[config.mk]
export PLATFORM = sky130hd
export DESIGN_NAME = execute_issue_ctrl
export DESIGN_NICKNAME = d
export VERILOG_FILES = /design/src/rtl/execute_issue_ctrl.sv
export SDC_FILE = /design/constraint.sdc
export NUM_CORES = 1
export LEC_CHECK = 0
export CAP_MARGIN = 5
export CORE_MARGIN = 5
export CORE_UTILIZATION = 34
export CTS_CLUSTER_DIAMETER = 80
export DETAILED_ROUTE_END_ITERATION = 6
export PLACE_DENSITY = 0.84
export SLEW_MARGIN = 20
export SYNTH_ARGS = -nofsm -noshare
export SYNTH_HDL_FRONTEND = slang
export SYNTH_SLANG_ARGS = --single-unit
[constraint.sdc]
create_clock -name clk_i -period 4.22 [get_ports clk_i]
set_input_delay 1.266 -clock clk_i [delete_from_list [all_inputs] [get_ports clk_i]]
set_output_delay 1.266 -clock clk_i [all_outputs]
set_load 0.01 [all_outputs]
[src/rtl/execute_issue_ctrl.sv]
// ============================================================================
// Module      : execute_issue_ctrl
// Description : Execute-stage handshake controller. Passes single-cycle ops
//               straight through and holds the stage for mul/div latency.
//               Optional macro EXEC_DIV0_FAST_EN: divide-by-zero completes
//               as a single-cycle op.
// Revision    : 1.0 - initial release
// ============================================================================
`default_nettype none

module execute_issue_ctrl #(
    parameter int XLEN    = 32,
    parameter int MUL_LAT = 3,
    parameter int DIV_LAT = 33,
    parameter int CNT_W   = 6
) (
    input  logic             clk_i,
    input  logic             rst_n,
    input  logic             decode_vaild_i,
    input  logic             DD_mul_i,
    input  logic             DD_div_i,
    input  logic [XLEN-1:0]  DD_rs2_data_i,
    input  logic             flush_i,
    input  logic             memory_allow_in_i,
    output logic             execute_ready_o,
    output logic             execute_allow_in_o,
    output logic             execute_vaild_o,
    output logic             unit_start_o,
    output logic             exec_busy_o,
    output logic [CNT_W-1:0] exec_cnt_o
);

    typedef enum logic [1:0] {
        S_IDLE = 2'd0,
        S_RUN  = 2'd1,
        S_DONE = 2'd2
    } state_t;

    localparam logic [CNT_W-1:0] c_MUL_LOAD = CNT_W'(MUL_LAT - 1);
    localparam logic [CNT_W-1:0] c_DIV_LOAD = CNT_W'(DIV_LAT - 1);
    localparam logic [CNT_W-1:0] c_ONE      = CNT_W'(1);

    state_t           r_state;
    state_t           w_state_nxt;
    logic [CNT_W-1:0] r_cnt;
    logic [CNT_W-1:0] w_cnt_nxt;
    logic             w_div0;
    logic             w_is_div;
    logic             w_is_mul;
    logic             w_multi;
    logic [CNT_W-1:0] w_load;
    logic             w_ready;
    logic             w_start;

`ifdef EXEC_DIV0_FAST_EN
    assign w_div0 = (DD_rs2_data_i == '0);
`else
    logic w_unused_rs2;
    assign w_div0       = 1'b0;
    assign w_unused_rs2 = ^DD_rs2_data_i;
`endif

    // Divide wins over multiply when both flags are set.
    assign w_is_div = DD_div_i & ~w_div0;
    assign w_is_mul = ~DD_div_i & DD_mul_i;
    assign w_multi  = w_is_div | w_is_mul;
    assign w_load   = w_is_div ? c_DIV_LOAD : c_MUL_LOAD;

    always_comb begin
        w_state_nxt = r_state;
        w_cnt_nxt   = r_cnt;
        w_ready     = 1'b0;
        w_start     = 1'b0;
        case (r_state)
            S_IDLE: begin
                if (decode_vaild_i && w_multi) begin
                    w_start     = 1'b1;
                    w_state_nxt = S_RUN;
                    w_cnt_nxt   = w_load;
                end else begin
                    w_ready = decode_vaild_i;
                end
            end
            S_RUN: begin
                w_ready = (r_cnt == '0);
                if (r_cnt != '0) begin
                    w_cnt_nxt = r_cnt - c_ONE;
                end else if (memory_allow_in_i) begin
                    w_state_nxt = S_IDLE;
                end else begin
                    w_state_nxt = S_DONE;
                end
            end
            S_DONE: begin
                w_ready   = 1'b1;
                w_cnt_nxt = '0;
                if (memory_allow_in_i) begin
                    w_state_nxt = S_IDLE;
                end
            end
            default: begin
                w_state_nxt = S_IDLE;
                w_cnt_nxt   = '0;
            end
        endcase
        // Flush discards any in-flight unit result.
        if (flush_i) begin
            w_start     = 1'b0;
            w_state_nxt = S_IDLE;
            w_cnt_nxt   = '0;
        end
        if (!rst_n) begin
            w_ready = 1'b0;
            w_start = 1'b0;
        end
    end

    always_ff @(posedge clk_i) begin
        if (!rst_n) begin
            r_state <= S_IDLE;
            r_cnt   <= '0;
        end else begin
            r_state <= w_state_nxt;
            r_cnt   <= w_cnt_nxt;
        end
    end

    assign execute_ready_o    = w_ready;
    assign unit_start_o       = w_start;
    assign execute_allow_in_o = ~rst_n | ~decode_vaild_i | (w_ready & memory_allow_in_i) | flush_i;
    assign execute_vaild_o    = rst_n & decode_vaild_i & w_ready & memory_allow_in_i & ~flush_i;
    assign exec_busy_o        = rst_n & (r_state != S_IDLE);
    assign exec_cnt_o         = r_cnt;

endmodule

`default_nettype wire

==> implementation parameters, run 1 <==
Parameter                              Value

Route
  Met2 WL ... 679 µm
  Total routed wire length on the met1 layer ... 661 µm
  DR iter-0 viols ... 5
  Number of vias after detailed routing ... 626
  Top layer reached by signal wires ... met4
  Total Wirelength ... 1470 µm
  Routed length per placed instance ... 12.2 µm
  Number of remaining DRC errors ... 0
  Drt pass-1 iters ... 4
  Avg Vias per Cell ... 5.22
  Antenna-violating nets left ... 0
  Routed wl met3 ... 102 µm

Logic synthesis
  Largest family of logic cells by synthesized area ... compound AO/OA/AOI/OAI gates
  Post-synth cell types ... 40
  Parity-gate share of the synthesized area counting xor and xnor cells ... 0%
  Post-Synth Adder-Cell Area ... 4.10%
  Post-synthesis share of cell area spent on and, or, nand and nor gates ... 28.9%
  Compound-cell area share of the yosys netlist ... 30.5%
  Most used DFF post-synth ... dfxtp_1
  Number of synthesis warnings ... 0
  Share of async-settable or async-resettable flops after synthesis ... 0%
  Seq/Total Area, Yosys ... 26.2%
  EDFF count, synth ... 0
  Syn_area_per_cell ... 8.14 µm²
  Mapped Nets ... 116
  #FFs+latches synth ... 8
  Cell area after synthesis ... 611 µm²
  Multiplexer area fraction after synthesis ... 3.28%
  Count of mapped cells out of synthesis ... 75

Clock network
  TritonCTS Buffers ... 3
  Post CTS Setup Buffer Count ... 0
  Master cell of the clock root buffer ... clkbuf_4
  TritonCTS clock tree ... yes
  Number of sinks handled by clock tree synthesis ... 8
  Clock-pin slew on the worst setup and hold paths ... 0.06 ns
  Clock Latency Late Sink ... 0.26 ns
  Clk buf depth ... 2
  Quantity of hold-fixing buffers added after cts ... 0
  Resize count post-CTS ... 0
  Maximum level of the CTS H-tree ... 1

Finish
  Share of layout cells above drive strength 1 ... 14.7%
  Fillers ... 167
  Core utilization of the finished layout ... 49.6%
  Layout overhead on the synthesized area ... 38.7%
  Nets ... 138
  Final cell count without fillers ... 120
  Number of diodes ... 0

Place
  Port-buffer cells ... 17
  Half-perimeter wire length after placement ... 1190 µm
  RD Place Congestion ... 0.804
  Cell total after placement ... 117

Power
  Power Dens Cells ... 235 nW/µm²
  Clk network pwr share ... 31.3%
  Net switching share of the total power ... 29.9%
  LEAKAGE ... 0.000351 µW
  Peak supply drop ... 0.000106 V
  Net switching power of the design ... 59.6 µW
  Combinational share of power ... 26.8%
  Share of power burned in registers ... 41.9%
  Internal power component ... 140 µW

GRT
  Number of global-route vias before repair ... 642
  Global-route wire length before repair ... 2480 µm
  Antenna violations before repair ... 0
  Total congestion overflow after global routing ... 0
  GRT Overall Usage ... 12.1%
  Pin count of the biggest net entering global routing ... 13

Critical path
  Worst reg2reg setup slack ... 2.53 ns
  Largest delay share family, worst path ... buffers and inverters
  CP arrival ... 2.83 ns
  CP endpoint kind ... output port
  Crit path top cell by count ... clkdlybuf4s50_1
  Critical Path Start Type ... input port
  Critical path class ... in -> out
  Critical path fanouts, max ... 3
  Slowest-stage cell, CP ... clkdlybuf4s50_1
  Bufs and invs on worst path ... 3
  Cell-by-cell listing of the critical path ... clkdlybuf4s50_1 -> inv_1 -> a31oi_1 -> o21ai_2 -> a31o_2 -> clkdlybuf4s50_1
  Data required, critical path ... 2.95 ns
  Biggest cell delay along the critical path ... 0.50 ns

Timing
  Slew at the pin with the worst max-slew slack ... 0.412 ns
  Unrepaired setup endpoints after global routing ... false
  Max_slew headroom ... 72.5%
  Max Slew Vio Count ... 0
  Upper clock frequency limit ... 244 MHz
  Final setup vio count ... 0
  Final number of hold-violating endpoints ... 0
  Crit share post-route ... 97.0%
  Min Clock Period, post-route ... 4.09 ns
  Post-route clock skew ... 0.0120 ns
  Post-route setup TNS ... 0 ns

Status
  Outcome ... completed

Floorplanning
  Initial Util ... 35.8%
  # IOs ... 50
  Die height ... 52.4 µm
  Die area ... 2740 µm²
  Die X-Extent ... 52.4 µm
  Floorplan Core Area ... 1710 µm²
  Total number of placement rows ... 15

Job
  Max_cap viols ... 0

Worst hold path
  Tightest Hold Check Type ... reg -> reg
## layout by cell type, fill, tap and decap left out, types with 2 or more instances in the layout
cell type / count
clkdlybuf4s50_1: 16
nand2_1: 8
dfxtp_1: 8
inv_1: 7
nand2b_1: 3
a21oi_1: 3
nor2_1: 3
clkbuf_4: 3
buf_4: 3
nor2b_1: 2
o21ai_2: 2
nor3b_1: 2
o21a_1: 2
mux2i_1: 2
a211oi_1: 2
o31ai_1: 2
a311oi_1: 2
ha_1: 2
## through the flow
| stage | instance area (µm²) | hold WS (ns) | worst slack, ns | power, µW |
|---|---|---|---|---|
| 2_1_floorplan | 611 | 0.514 | 1.01 | 115 |
| 3_3_place_gp | 818 | 0.488 | 0.0694 | 136 |
| 3_5_place_dp | 818 | 0.501 | 0.0446 | 138 |
| 4_1_cts | 841 | 0.510 | 0.0257 | 200 |
| 5_1_grt | 847 | 0.533 | 0.0458 | 211 |
| 6_report | 847 | 0.507 | 0.127 | 199 |
## cell usage after synthesis, types with 2 or more instances
| library cell | number | share of area (%) |
|---|---|---|
| nand2_1 | 8 | 4.9 |
| nor3b_1 | 2 | 2.5 |
| o21a_1 | 2 | 2.5 |
| o21ai_0 | 2 | 1.6 |
| nand2b_1 | 3 | 3.1 |
| a211oi_1 | 2 | 2.5 |
| ha_1 | 2 | 4.1 |
| mux2i_1 | 2 | 3.3 |
| nor2_1 | 3 | 1.8 |
| dfxtp_1 | 8 | 26 |
| o31ai_1 | 2 | 2.5 |
| nor2b_1 | 2 | 2.0 |
| a21oi_1 | 3 | 2.5 |
| inv_1 | 7 | 4.3 |
| a311oi_1 | 2 | 2.9 |
## flip-flops by register name, summed over array words and instances (netlist names)
| name | cells |
|---|---|
| r_state | 2 |
| exec_cnt_o | 6 |
## power by group through the flow
stage | logic, µW | clock network (µW) | registers (µW)
6_report | 53.5 | 62.4 | 83.5
3_3_place_gp | 51.6 | 0 | 84.8
5_1_grt | 58.8 | 68.4 | 84.0
2_1_floorplan | 31.2 | 0 | 84.3
3_5_place_dp | 53.0 | 0 | 85.1
4_1_cts | 53.2 | 63.9 | 83.3
## cells by family after synthesis
family / count (synthesis)
mux: 2
fa+ha+maj: 2
compound gates: 24
flops: 8
buf+inv: 10
simple gates: 29
## path summary, 6_finish.rpt
path                                endpoint                       start  cells after the start
setup reg to reg  exec_cnt_o[5]$_SDFFE_PP0P_     r_state[0]$_SDFFE_PP0P_                      4
setup / recovery          execute_allow_in_o                    DD_mul_i                      6
hold / removal    exec_cnt_o[4]$_SDFFE_PP0P_  exec_cnt_o[4]$_SDFFE_PP0P_                      2
hold reg to reg   exec_cnt_o[4]$_SDFFE_PP0P_  exec_cnt_o[4]$_SDFFE_PP0P_                      2
## area by class of cell
cell class | count | area, µm² | area share [%]
clock buffers | 3 | 22.5 | 2.66
flip-flops and latches | 8 | 160 | 18.9
multi-input cells | 57 | 412 | 48.6
repair buffers | 20 | 195 | 23.0
inverters | 7 | 26.3 | 3.10
well taps | 25 | 31.3 | 3.69
## metal layers
metal | up-vias | GRT usage, %
li1 | 323 | -
met1 | 277 | 14.3
met2 | 23 | 19.4
met3 | 3 | 3.42
met4 | 0 | 6.81
met5 | - | 0
## tightest hold or removal path, delay by kind of cell (launching register included)
kind             cells  cell delay, ns
flip-flops           1            0.34
multiplexers         1            0.05
AND/OR/NAND/NOR      1            0.07
Note: power is estimated with default switching activity, not from simulation.
==> inputs of run 2 (changes only) <==
CAP_MARGIN = 15   (was 5)
SLEW_MARGIN = default   (was 20)
==> results of run 2 <==
The final DEF is identical to that of run 1; final timing and power are the same.
